File: config.mk
export PLATFORM = sky130hd
export DESIGN_NAME = mux_scan_nx1
export DESIGN_NICKNAME = d
export VERILOG_FILES = /design/src/rtl/mux_pkg.sv /design/src/rtl/rr_next_sel.sv /design/src/rtl/mux_scan_nx1.sv
export SDC_FILE = /design/constraint.sdc
export NUM_CORES = 1
export LEC_CHECK = 0
export BUFFER_PORTS_ARGS = -buffer_cell sky130_fd_sc_hd__buf_2
export CAP_MARGIN = 30
export CORE_ASPECT_RATIO = 0.6
export CORE_UTILIZATION = 50
export DETAILED_ROUTE_END_ITERATION = 10
export PLACE_DENSITY = 0.87
export SLEW_MARGIN = 20
export SYNTH_ARGS = -nofsm -noshare
export SYNTH_HDL_FRONTEND = slang
export SYNTH_SLANG_ARGS = --single-unit
export TNS_END_PERCENT = 20
File: constraint.sdc
create_clock -name clk -period 2.3 [get_ports clk]
set_input_delay 0.23 -clock clk [delete_from_list [all_inputs] [get_ports clk]]
set_output_delay 0.23 -clock clk [all_outputs]
set_load 0.05 [all_outputs]
File: src/rtl/mux_pkg.sv
// Shared mode encodings, scan state enumeration and width helper for mux_scan_nx1.
package mux_pkg;

    localparam logic MODE_DIRECT = 1'b0;
    localparam logic MODE_SCAN   = 1'b1;

    typedef enum logic [1:0] {
        ST_DIRECT     = 2'd0,
        ST_SCAN_START = 2'd1,
        ST_SCAN       = 2'd2
    } state_e;

    function automatic int unsigned sel_width(input int unsigned n);
        return (n > 32'd1) ? 32'($clog2(n)) : 32'd1;
    endfunction

endpackage

File: src/rtl/rr_next_sel.sv
// Finds the next enabled channel after cur (wrapping), or the lowest one when start is set.
module rr_next_sel #(
    parameter int unsigned N  = 16,
    parameter int unsigned SW = 4
) (
    input  logic [N-1:0]  mask,
    input  logic [SW-1:0] cur,
    input  logic          start,
    output logic [SW-1:0] nxt,
    output logic          found
);

    logic [SW-1:0] low_any;
    logic [SW-1:0] low_after;
    logic          after_f;

    // Descending walk so the last hit is the lowest qualifying index.
    always_comb begin
        low_any   = '0;
        low_after = '0;
        after_f   = 1'b0;
        for (int k = N - 1; k >= 0; k--) begin
            if (mask[k]) begin
                low_any = SW'(k);
                if (SW'(k) > cur) begin
                    low_after = SW'(k);
                    after_f   = 1'b1;
                end
            end
        end
    end

    assign found = |mask;
    assign nxt   = (start || !after_f) ? low_any : low_after;

endmodule

File: src/rtl/mux_scan_nx1.sv
// N:1 registered channel mux with direct select and round-robin auto-scan over enabled channels.
module mux_scan_nx1
    import mux_pkg::*;
#(
    parameter int unsigned N  = 16,
    parameter int unsigned W  = 1,
    localparam int unsigned SW = sel_width(N)
) (
    input  logic           clk,
    input  logic           rst,
    input  logic [N*W-1:0] i,
    input  logic [SW-1:0]  s,
    input  logic           mode,
    input  logic [N-1:0]   en_mask,
    input  logic           hold,
    output logic [W-1:0]   out,
    output logic [SW-1:0]  out_ch,
    output logic           out_valid
);

    state_e        state_q;
    logic [SW-1:0] ptr_q;
    logic [W-1:0]  out_q;
    logic [SW-1:0] out_ch_q;
    logic          out_valid_q;

    logic [SW-1:0] nxt;
    logic          found;
    logic          dir_ok;
    logic [W-1:0]  dir_data;
    logic [W-1:0]  scan_data;

    rr_next_sel #(
        .N  (N),
        .SW (SW)
    ) u_next (
        .mask  (en_mask),
        .cur   (ptr_q),
        .start (state_q == ST_SCAN_START),
        .nxt   (nxt),
        .found (found)
    );

    // Loop-based lookup keeps an out-of-range s from indexing past the bus.
    always_comb begin
        dir_ok    = 1'b0;
        dir_data  = '0;
        scan_data = '0;
        for (int k = 0; k < N; k++) begin
            if (SW'(k) == s) begin
                dir_ok   = en_mask[k];
                dir_data = i[k*W +: W];
            end
            if (SW'(k) == nxt) begin
                scan_data = i[k*W +: W];
            end
        end
    end

    always_ff @(posedge clk or posedge rst) begin
        if (rst) begin
            state_q     <= ST_DIRECT;
            ptr_q       <= '0;
            out_q       <= '0;
            out_ch_q    <= '0;
            out_valid_q <= 1'b0;
        end else if (!hold) begin
            unique case (state_q)
                ST_DIRECT: begin
                    out_q       <= dir_ok ? dir_data : '0;
                    out_ch_q    <= s;
                    out_valid_q <= dir_ok;
                    if (mode == MODE_SCAN) begin
                        state_q <= ST_SCAN_START;
                    end
                end
                ST_SCAN_START, ST_SCAN: begin
                    // Empty mask parks the pointer so scanning resumes where it left off.
                    if (found) begin
                        ptr_q       <= nxt;
                        out_q       <= scan_data;
                        out_ch_q    <= nxt;
                        out_valid_q <= 1'b1;
                    end else begin
                        out_q       <= '0;
                        out_valid_q <= 1'b0;
                    end
                    state_q <= (mode == MODE_DIRECT) ? ST_DIRECT : ST_SCAN;
                end
                default: state_q <= ST_DIRECT;
            endcase
        end
    end

    assign out       = out_q;
    assign out_ch    = out_ch_q;
    assign out_valid = out_valid_q;

endmodule

==> out/qor.csv, run 1 <==
stage,metric,value,unit
synthesis,synthesis.area,1980,um^2
routing,drtPass1Iterations,8,
synthesis,synthTopCellsByArea,"dfrtp_1 (15%), mux2i_1 (5.6%), nor2_1 (5.1%), a21oi_1 (4.8%), o21ai_0 (3.8%)",
worst_setup_path,cp-end-kind,flip-flop,
sta,worst_slew_pin_slew,0.510,ns
outcome,status,"complete, but fails checks",
floorplan,design.core.area,3720,um^2
sta,hold_violations,0,
power_and_ir_drop,peakVddDrop,1.31,mV
cts,cts_tree,yes,
worst_setup_path,worstPathArrival,2.84,ns
outcome,violations,setup timing,
floorplan,start_util,0.532,
worst_setup_path,reg2reg_depth,11,
cts,clockRootBuffer,clkbuf_8,
synthesis,synth_common_cells,"nor2_1 (27), a21oi_1 (19), o21ai_0 (15)",
worst_setup_path,cp-start-kind,flip-flop,
sta,fin_crit_sh,1.18,
placed_design,placed_area,2740,um^2
worst_setup_path,timing.rr.start,ptr_q[2]$_DFFE_PP0P_,
floorplan,die_h,50.8,um
min_path,worstHoldPathCells,2,
final_layout,nets,412,
worst_setup_path,rrSetupSlack,-0.42,ns
routing,drt_iter0_drc,379,
worst_setup_path,cp_max_fo,6,
synthesis,synthFlopType,dfrtp_1,
routing,wl_per_cell,20.9,um
synthesis,ys_ff_latch,12,
floorplan,num_rows,17,
sta,hold_ws,0.307,ns
final_layout,syn_to_final_growth,53.7,%
placed_design,place_congestion,1.08,
flow_run,maxCapViolCount,0,
routing,vias,2806,
routing,routed_wirelength,8650,um
global_route,grt_util_met3,0.113,
synthesis,syn-instance-count,252,
global_route,grt_use_met1,0.463,
floorplan,die_x,83.3,um
sta,rsz0062_at_grt,yes,
synthesis,avgSynthCellArea,7.86,um^2
worst_setup_path,cp_data_required_time,2.42,ns
global_route,grt_use_total,0.371,
sta,fin_skew,0.00602,ns
cts,clk_latency,0.24,ns
cts,cts_buffers,3,
global_route,grt_max_degree,14,
routing,via_per_inst,6.78,
worst_setup_path,worstSetupEndpoint,out$_DFFE_PP0P_,
global_route,grt-ovfl-total,0,
synthesis,synth_edf_count,0,
sta,max_freq,368,MHz
min_path,hold_class,input port to flip-flop,
synthesis,synth_warnings,0,
global_route,grt-busiest-layer,met2,
final_layout,stdcell_area,3040,um^2
global_route,use_met2,0.571,
routing,drtAntennaViolNets,0,
synthesis,yosysUniqueCellTypes,70,
global_route,grt_pass1_wl,12000,um
cts,htree_levels,1,
cts,clock_path_buffers,2,
worst_setup_path,path_class,flip-flop to flip-flop,
sta,finalWorstSetupSlack,-0.419,ns
sta,min_period,2.72,ns
synthesis,synth_top_area_cell,dfrtp_1,
final_layout,antenna-diode-count,0,
synthesis,syn-num-nets,295,
final_layout,fin_util,0.818,
placed_design,place_hpwl,5940,um
sta,finalSetupViolCount,6,
power_and_ir_drop,power_density,1170,nW/um^2
floorplan,pin_count,46,
synthesis,netlist.area_leader.share,0.152,
synthesis,async_flop_share,1.00,
sta,relSlewSlack,0.658,
power_and_ir_drop,leakagePower,1.36,nW
floorplan,die_area,4230,um^2
global_route,antenna_found_initial,0,
worst_setup_path,reg2reg_to,out$_DFFE_PP0P_,
synthesis,synthMostInstantiatedCell,nor2_1,
placed_design,io_buffers,45,
synthesis,ys_seq_area_frac,0.152,
final_layout,nFillCells,205,
sta,drv_slew,0,
cts,cts.sinks,12,
final_layout,drive_above_1_share,0.501,
worst_setup_path,worstSetupStartpoint,ptr_q[2]$_DFFE_PP0P_,
cts,clk_pin_slew,0.05,ns
routing,drcViolationCount,0,
global_route,grt_pass1_vias,2567,
[state kept, by name (all words and copies together) (netlist names)]
register	cells
state_q	2
out	1
ptr_q	4
out_valid	1
out_ch	4
[stage by stage]
step           total power, W  instances  setup TNS, ns  setup WS (ns)
6_report              0.00357        414         -0.696         -0.419
4_1_cts               0.00329        412         -0.337         -0.269
3_5_place_dp          0.00278        400          -1.06         -0.478
5_1_grt               0.00372        414          -1.15         -0.535
2_1_floorplan         0.00197        252         -0.191         -0.191
3_3_place_gp          0.00267        400         -0.484         -0.387
[layout by cell type, fill, tap and decap left out, types with 3 or more instances in the layout]
master     n
o31ai_1    3
dfrtp_1    9
a31o_2     3
a21oi_1   17
nor3_1     4
buf_2     45
nand3_1    8
mux4_2     3
nor4_1     5
ha_1       3
a311oi_1   3
mux2_2     4
inv_1     11
buf_4     77
a21oi_2    4
nor3b_1    3
mux2i_1   11
o21ai_0   15
buf_6      3
nor2b_1   10
nand2_1   14
nor2_1    25
a211oi_1   3
clkbuf_8   3
dfrtp_2    3
nand2b_1   6
[final cells by class]
type | count | area (um^2) | share of cell area
clock buffers | 3 | 41.3 | 0.0136
inverters | 12 | 45.0 | 0.0148
multi-input cells | 212 | 1710 | 0.561
flip-flops and latches | 12 | 304 | 0.0999
well taps | 47 | 58.8 | 0.0193
repair buffers | 128 | 887 | 0.291
[worst min path at each step]
stage / start / to / slack, ns
after floorplan: rst / out$_DFFE_PP0P_ / 0.09
after global placement: rst / out_ch[3]$_DFFE_PP0P_ / 0.24
after detailed placement: rst / ptr_q[1]$_DFFE_PP0P_ / 0.25
after CTS: hold / state_q[0]$_DFFE_PP0P_ / 0.31
after global routing: hold / state_q[0]$_DFFE_PP0P_ / 0.34
final: hold / state_q[0]$_DFFE_PP0P_ / 0.31
[worst max-delay path, stage by stage (launching register included)]
cell and delay, ns:
dfrtp_2 0.44, buf_4 0.16, nor4b_4 0.26, o21ba_4 0.21, and4b_1 0.24, o41ai_4 0.32, buf_4 0.22, nor2b_1 0.06
a31oi_2 0.18, o221ai_2 0.14, a221oi_2 0.27, o31ai_1 0.10
[timing repair]
action | 4_1_cts | 5_1_grt
setup buffers | 8 | 2
pin swaps | 9 | 6
endpoints found under the setup margin | 7 | 7
hold buffers | 1 | 0
hold endpoints to repair | 12 | 0
resized for setup | 23 | 12
[cells by family after synthesis]
| logic type | after synthesis | synth area share |
|---|---|---|
| buffers and inverters | 28 | 0.0726 |
| AOI/OAI and AO/OA | 97 | 0.383 |
| and+or+nand+nor | 93 | 0.256 |
| adders and majority gates | 3 | 0.0190 |
| DFF | 12 | 0.152 |
| muxes | 19 | 0.118 |
[layer usage]
| metal | share of wire | vias to the layer above | wire length (um) |
|---|---|---|---|
| met1 | 0.38 | 1272 | 3260 |
| li1 | - | 1207 | - |
| met4 | 0.072 | 0 | 620 |
| met5 | 0 | - | 0 |
| met2 | 0.40 | 246 | 3450 |
| met3 | 0.15 | 81 | 1320 |
[where the power goes]
group	internal [W]	leakage [nW]	switching, W	total (W)
Clock	0.000115	0.0216	0.0000714	0.000186
Combinational	0.00134	1.20	0.00162	0.00296
Sequential	0.000320	0.140	0.000106	0.000426
No activity file was read; power rests on OpenSTA's default activity.
==> run 2: changes to the inputs <==
--- a/config.mk
+++ b/config.mk
@@ -5,10 +5,11 @@
 export SDC_FILE = /design/constraint.sdc
 export NUM_CORES = 1
 export LEC_CHECK = 0
+export ABC_AREA = 1
 export BUFFER_PORTS_ARGS = -buffer_cell sky130_fd_sc_hd__buf_2
 export CAP_MARGIN = 30
 export CORE_ASPECT_RATIO = 0.6
-export CORE_UTILIZATION = 50
+export CORE_UTILIZATION = 49
 export DETAILED_ROUTE_END_ITERATION = 10
 export PLACE_DENSITY = 0.87
 export SLEW_MARGIN = 20
==> run 2 against run 1 <==
Net effect: the run ends with hold timing, setup timing left; synthesized area shrank 11%; largest power group unchanged; clock power fell by 2%; cell count grew 8.2%.
==> out/qor.csv, run 2 <==
stage,metric,value,unit,change
outcome,status,"complete, but fails checks",,
outcome,violations,"hold timing, setup timing",,
floorplan,die_area,3830,um^2,-9.3%
sta,worst_slew_pin_slew,0.454,ns,-0.0551 ns
cts,clock_path_buffers,2,,unchanged
final_layout,register_area,303,um^2,-0.41%
global_route,grt-ovfl-total,0,,unchanged
routing,wl_per_cell,12.7,um,-39%
synthesis,syn-num-nets,374,,+27%
power_and_ir_drop,power_density,1070,nW/um^2,-8.9%
power_and_ir_drop,peakVddDrop,0.930,mV,-29%
synthesis,synthTopCellsByArea,"nand2_1 (23%), dfrtp_1 (17%), inv_1 (12%), nand3_1 (9.7%), nor2_1 (8.3%)",,
sta,hold_violations,12,,+12
sta,fin_skew,0.00254,ns,-0.00348 ns
synthesis,synthesis.area,1760,um^2,-11%
floorplan,die_x,79.3,um,-4.8%
final_layout,multiInputGateArea,1250,um^2,-27%
synthesis,ys_ff_latch,12,,unchanged
worst_setup_path,reg2reg_depth,21,,+10
placed_design,place_hpwl,4620,um,-22%
synthesis,syn-instance-count,331,,+31%
worst_setup_path,cp-end-kind,flip-flop,,
placed_design,dp_cells,441,,+10%
sta,rsz0062_at_grt,yes,,
min_path,hold_class,input port to async pin,,
floorplan,num_rows,16,,-1
routing,drtPass1Iterations,5,,-3
sta,min_period,2.50,ns,-0.218 ns
sta,finalWorstSetupSlack,-0.201,ns,+0.218 ns
synthesis,synth_top_area_cell,nand2_1,,
flow_run,maxCapViolCount,0,,unchanged
cts,clk_latency,0.24,ns,about the same
routing,drt_iter0_drc,274,,-28%
placed_design,place_congestion,1.02,,-5.7%
routing,via_per_inst,5.23,,-23%
final_layout,syn_to_final_growth,32.2,%,
floorplan,start_util,0.525,,-0.00703
worst_setup_path,path_class,flip-flop to flip-flop,,
placed_design,place_ws,-0.252,ns,+0.226 ns
final_layout,final_cell_mix,"nand2_1 (100), inv_1 (56), buf_2 (45), nor2_1 (38), nand3_1 (33)",,
final_layout,nFillCells,327,,+60%
global_route,grt_use_total,0.299,,-0.0727
synthesis,yosysUniqueCellTypes,31,,-56%
cts,cts_buffers,3,,unchanged
synthesis,async_flop_share,1.00,,unchanged
floorplan,pin_count,46,,unchanged
routing,drtAntennaViolNets,0,,unchanged
final_layout,drive_above_1_share,0.273,,-0.228
cts,clockRootBuffer,clkbuf_8,,
synthesis,avgSynthCellArea,5.30,um^2,-33%
cts,hold_buffers,0,,-1
global_route,antenna_found_initial,0,,unchanged
global_route,grt_pass1_wl,9070,um,-25%
routing,drcViolationCount,0,,unchanged
routing,routed_wirelength,5670,um,-34%
sta,max_freq,400,MHz,+8.7%
global_route,grt_max_degree,13,,-1
routing,vias,2345,,-16%
synthesis,synthFlopType,dfrtp_1,,
synthesis,synth_edf_count,0,,unchanged
worst_setup_path,cp-start-kind,flip-flop,,
synthesis,synth_warnings,0,,unchanged
synthesis,netlist.area_leader.share,0.227,,+0.0750
final_layout,final_cells,448,,+8.2%
power_and_ir_drop,leakagePower,1.31,nW,-3.4%
floorplan,design.core.area,3340,um^2,-10%
sta,hold_ws,-0.00843,ns,-0.315 ns
synthesis,synth_common_cells,"nand2_1 (106), inv_1 (57), nor2_1 (39)",,
placed_design,io_buffers,45,,unchanged
cts,cts.sinks,12,,unchanged
cts,clk_pin_slew,0.05,ns,about the same
synthesis,ys_seq_area_frac,0.171,,+0.0195
sta,finalSetupViolCount,1,,-5
worst_setup_path,cp_data_required_time,2.42,ns,about the same
cts,htree_levels,1,,unchanged
sta,fin_crit_sh,1.09,,-0.0950
sta,drv_slew,0,,unchanged
sta,relSlewSlack,0.697,,+0.0387
worst_setup_path,cp_max_fo,9,,+3
global_route,grt_pass1_vias,2017,,-21%
final_layout,antenna-diode-count,0,,unchanged
final_layout,final_common_cell,nand2_1,,
worst_setup_path,worstPathArrival,2.62,ns,-0.22 ns
final_layout,nets,448,,+8.7%
floorplan,die_h,48.4,um,-4.7%
cts,cts_tree,yes,,
synthesis,synthMostInstantiatedCell,nand2_1,,
==> run 2: cell types whose count changed in the layout (fill, tap and decap cells not counted), sizes merged, moves of 5 or more <==
cell    previous run  this run
nand3              8        35
a21oi             21        16
nor2              28        43
nand2b             7         0
nand2             14       115
buf              127        72
nand4              1         7
nor2b             10         0
inv               12        61
mux2               5         0
mux2i             11         0
==> run 2: power by group <==
group | internal, W | switching (W) | total [W]
registers | 0.000313 | 0.0000852 | 0.000399
clock network | 0.000115 | 0.0000672 | 0.000182
logic | 0.000703 | 0.00120 | 0.00190
==> run 2: worst paths after layout <==
check	slack [ns]	startpoint	end
setup / recovery	-0.20	ptr_q[3]$_DFFE_PP0P_	out$_DFFE_PP0P_
hold / removal	-0.008	rst	out_ch[1]$_DFFE_PP0P_
setup reg to reg	-0.20	ptr_q[3]$_DFFE_PP0P_	out$_DFFE_PP0P_
hold reg to reg	0.49	out_ch[2]$_DFFE_PP0P_	out_ch[2]$_DFFE_PP0P_
max in group asynchronous	1.97	rst	ptr_q[2]$_DFFE_PP0P_
min in group clk	0.25	mode	state_q[1]$_DFFE_PP0P_
==> run 2: layout make-up <==
cell class,instances,share of cell area
multi-input cells,255,0.537
repair buffers,72,0.191
flip-flops and latches,12,0.130
inverters,61,0.0987
clock buffers,3,0.0178
well taps,45,0.0243
==> run 2: stage by stage <==
| step | power (W) | util | TNS, ns | instance area (um^2) | hold slack [ns] |
|---|---|---|---|---|---|
| finish | 0.00248 | 0.694 | -0.201 | 2320 | -0.00843 |
| global route | 0.00272 | 0.694 | -0.647 | 2320 | 0.0363 |
| CTS | 0.00237 | 0.670 | -0.168 | 2240 | 0.00798 |
| detailed placement | 0.00215 | 0.655 | -0.252 | 2190 | 0.258 |
| global placement | 0.00212 | 0.655 | -0.205 | 2190 | 0.254 |
| floorplan | 0.00158 | - | 0 | 1760 | 0.0947 |
==> run 2: cell families (layout without fill, tap and decap cells) <==
kind of cell,after synthesis,in the layout,share of synthesized area
flip-flops,12,12,0.171
AND/OR/NAND/NOR,212,212,0.524
AO/OA/AOI/OAI,40,40,0.142
adder cells (fa/ha/maj),3,3,0.0214
buffers and inverters,64,136,0.142
==> run 2: repair_timing <==
action / in CTS / in global routing
setup buffers: 0 / 4
pin swaps: 0 / 10
resized for setup: 4 / 13
endpoints found under the setup margin: 1 / 3
==> run 2: critical path, cell delays in order, from the launching register on <==
cell,delay (ns)
dfrtp_2,0.44
nand2_2,0.09
buf_4,0.14
nand3_2,0.08
nand2_1,0.11
nor2_4,0.14
nand2_2,0.10
o21ai_4,0.22
nand3_2,0.13
nand2_4,0.15
nand3_1,0.07
and2_1,0.13
nand2_1,0.06
nand3_1,0.06
nand3_1,0.10
nand2_1,0.05
nand2_1,0.05
nand2_1,0.04
nand2_1,0.05
nand3_1,0.06
nand2_1,0.07
a21oi_2,0.05
==> run 2: metal layers <==
layer,global-route usage,vias up,wire length [um]
met5,0,-,0
met4,0.0515,0,46
met3,0.0585,8,589
met2,0.438,114,2290
met1,0.453,1021,2740
li1,-,1202,-
==> run 3: changes to the inputs <==
--- a/config.mk
+++ b/config.mk
@@ -8,10 +8,12 @@
 export ABC_AREA = 1
 export BUFFER_PORTS_ARGS = -buffer_cell sky130_fd_sc_hd__buf_2
 export CAP_MARGIN = 30
+export CELL_PAD_IN_SITES_DETAIL_PLACEMENT = 1
+export CELL_PAD_IN_SITES_GLOBAL_PLACEMENT = 2
 export CORE_ASPECT_RATIO = 0.6
-export CORE_UTILIZATION = 49
+export CORE_UTILIZATION = 23
 export DETAILED_ROUTE_END_ITERATION = 10
-export PLACE_DENSITY = 0.87
+export PLACE_DENSITY = 0.85
 export SLEW_MARGIN = 20
 export SYNTH_ARGS = -nofsm -noshare
 export SYNTH_HDL_FRONTEND = slang
==> run 3 against run 2 <==
Net effect: cell area is 11% higher; maximum frequency is 2.4% lower; the flow finishes with violations (setup timing); setup slack worse by 0.060 ns; sequential share of layout area is 1.3 points lower; total power is 16% higher.
==> out/qor.csv, run 3 (synthesized netlist as in run 2, its figures left out) <==
stage,metric,value,unit,change
global_route,antenna_found_initial,0,,unchanged
final_layout,nets,466,,+4.0%
global_route,grt_pass1_wl,12200,um,+35%
final_layout,syn_to_final_growth,47.0,%,
cts,htree_levels,1,,unchanged
routing,routed_wirelength,7460,um,+32%
cts,clockRootBuffer,clkbuf_16,,
cts,cts_buffers,3,,unchanged
final_layout,multiInputGateArea,1260,um^2,+1.1%
worst_setup_path,cp_data_required_time,2.42,ns,about the same
routing,wl_per_cell,14.2,um,+12%
worst_setup_path,path_class,flip-flop to flip-flop,,
cts,cts.sinks,12,,unchanged
sta,drv_slew,0,,unchanged
routing,drtPass1Iterations,4,,-1
final_layout,fin_util,0.352,,-0.342
power_and_ir_drop,totalPowerFinal,0.00288,W,+16%
worst_setup_path,worstPathArrival,2.68,ns,+0.06 ns
power_and_ir_drop,clock_power_share,0.109,,+0.036
final_layout,final_cell_mix,"nand2_1 (99), inv_1 (55), buf_2 (45), buf_4 (43), nor2_1 (36)",,
final_layout,register_area,304,um^2,+0.41%
floorplan,die_h,69.7,um,+44%
floorplan,design.core.area,7330,um^2,+120%
floorplan,start_util,0.240,,-0.285
cts,hold_buffers,0,,unchanged
power_and_ir_drop,leakagePower,1.42,nW,+7.9%
routing,drt_iter0_drc,110,,-60%
power_and_ir_drop,p_int,0.00141,W,+25%
cts,clk_pin_slew,0.04,ns,about the same
floorplan,pin_count,46,,unchanged
sta,max_freq,390,MHz,-2.4%
placed_design,place_congestion,0.890,,-12%
flow_run,maxCapViolCount,0,,unchanged
outcome,violations,setup timing,,
final_layout,final_common_cell,nand2_1,,
global_route,grt_use_total,0.195,,-0.104
final_layout,nFillCells,1028,,+210%
routing,drtAntennaViolNets,0,,unchanged
routing,drcViolationCount,0,,unchanged
sta,fin_skew,0.000483,ns,-0.00206 ns
power_and_ir_drop,p_sw,0.00147,W,+8.6%
sta,fin_tns_setup,-0.261,ns,-0.0605 ns
global_route,grt-ovfl-total,0,,unchanged
worst_setup_path,cp-start-kind,flip-flop,,
sta,finalSetupViolCount,1,,unchanged
power_and_ir_drop,power_density,1120,nW/um^2,+4.2%
sta,finalWorstSetupSlack,-0.261,ns,-0.0605 ns
floorplan,die_x,115,um,+45%
placed_design,place_hpwl,6300,um,+36%
power_and_ir_drop,switching_share,0.510,,-0.0346
sta,worst_slew_pin_slew,0.542,ns,+0.0873 ns
power_and_ir_drop,p_seq_frac,0.143,,-0.017
worst_setup_path,cp_max_fo,6,,-3
worst_setup_path,cp-end-kind,flip-flop,,
sta,hold_ws,0.000304,ns,+0.00873 ns
placed_design,io_buffers,45,,unchanged
cts,clk_latency,0.24,ns,about the same
routing,vias,2392,,+2.0%
sta,min_period,2.56,ns,+0.0605 ns
sta,hold_violations,0,,-12
global_route,grt_max_degree,13,,unchanged
sta,relSlewSlack,0.638,,-0.0592
min_path,hold_class,input port to async pin,,
global_route,grt_pass1_vias,2396,,+19%
routing,via_per_inst,4.56,,-13%
cts,clock_path_buffers,2,,unchanged
final_layout,antenna-diode-count,0,,unchanged
floorplan,num_rows,24,,+8
sta,rsz0062_at_grt,yes,,
floorplan,die_area,8000,um^2,+110%
final_layout,drive_above_1_share,0.314,,+0.0406
sta,fin_crit_sh,1.11,,+0.0263
outcome,status,"complete, but fails checks",,
power_and_ir_drop,comb_power_share,0.748,,-0.018
cts,cts_tree,yes,,
power_and_ir_drop,peakVddDrop,0.581,mV,-38%
-- run 3: final cells by class --
cell class | count | share of cell area
Inverter | 61 | 0.0897
Multi-Input combinational cell | 255 | 0.489
Tap cell | 104 | 0.0504
Timing Repair Buffer | 90 | 0.224
Clock buffer | 3 | 0.0291
Sequential cell | 12 | 0.118
-- run 3: repair_timing --
item                       CTS  global route
pin swaps                    2            16
gates resized for setup     10            13
setup endpoints to repair    3             3
gates cloned                 0             0
buffers inserted             2             6
-- run 3: metrics by stage --
step | instance area (um^2) | std cells | worst slack [ns]
finish | 2580 | 525 | -0.261
global route | 2580 | 525 | -0.490
CTS | 2500 | 519 | -0.218
detailed placement | 2370 | 514 | -0.339
global placement | 2370 | 514 | -0.290
floorplan | 1760 | 331 | 0.0318
-- run 3: critical path, stage by stage, from the launching register on --
cell and delay, ns:
dfrtp_2 0.46, nand2_2 0.11, inv_4 0.08, nor2_1 0.04, nand2_1 0.10, nand2_2 0.09
nor2_4 0.15, nand2_2 0.09, o21ai_4 0.19, buf_4 0.15, nand3b_1 0.07, nand2_1 0.09
inv_1 0.07, and2_1 0.15, nand2_1 0.06, nand3_1 0.06, nand3_1 0.07, nand2_1 0.06
nand2_1 0.05, nand2_1 0.04, nand2_1 0.05, nand3_1 0.07, nand2_1 0.08, a21oi_2 0.05
-- run 3: worst paths after layout --
| check | startpoint | endpoint | slack [ns] | cells past startpoint |
|---|---|---|---|---|
| setup / recovery | ptr_q[3]$_DFFE_PP0P_ | out$_DFFE_PP0P_ | -0.26 | 23 |
| hold / removal | rst | state_q[1]$_DFFE_PP0P_ | 0.0003 | 2 |
| setup reg to reg | ptr_q[3]$_DFFE_PP0P_ | out$_DFFE_PP0P_ | -0.26 | 23 |
| hold reg to reg | out_ch[2]$_DFFE_PP0P_ | out_ch[2]$_DFFE_PP0P_ | 0.49 | 2 |
| max in group asynchronous | rst | ptr_q[3]$_DFFE_PP0P_ | 1.94 | 2 |
| min in group clk | mode | state_q[1]$_DFFE_PP0P_ | 0.23 | 3 |
-- run 3: power by group through the flow --
stage               sequential, W  combinational [W]  clock, W
floorplan                0.000548            0.00104         0
global placement         0.000405            0.00190         0
detailed placement       0.000409            0.00194         0
CTS                      0.000415            0.00203  0.000322
global route             0.000428            0.00239  0.000330
finish                   0.000411            0.00215  0.000314
-- run 3: per-layer routing --
metal / wire [um] / vias up / track usage
met5: 0 / - / 0
met1: 3870 / 1092 / 0.297
met4: 52 / 0 / 0.0303
li1: - / 1233 / -
met3: 522 / 5 / 0.0297
met2: 3010 / 62 / 0.289
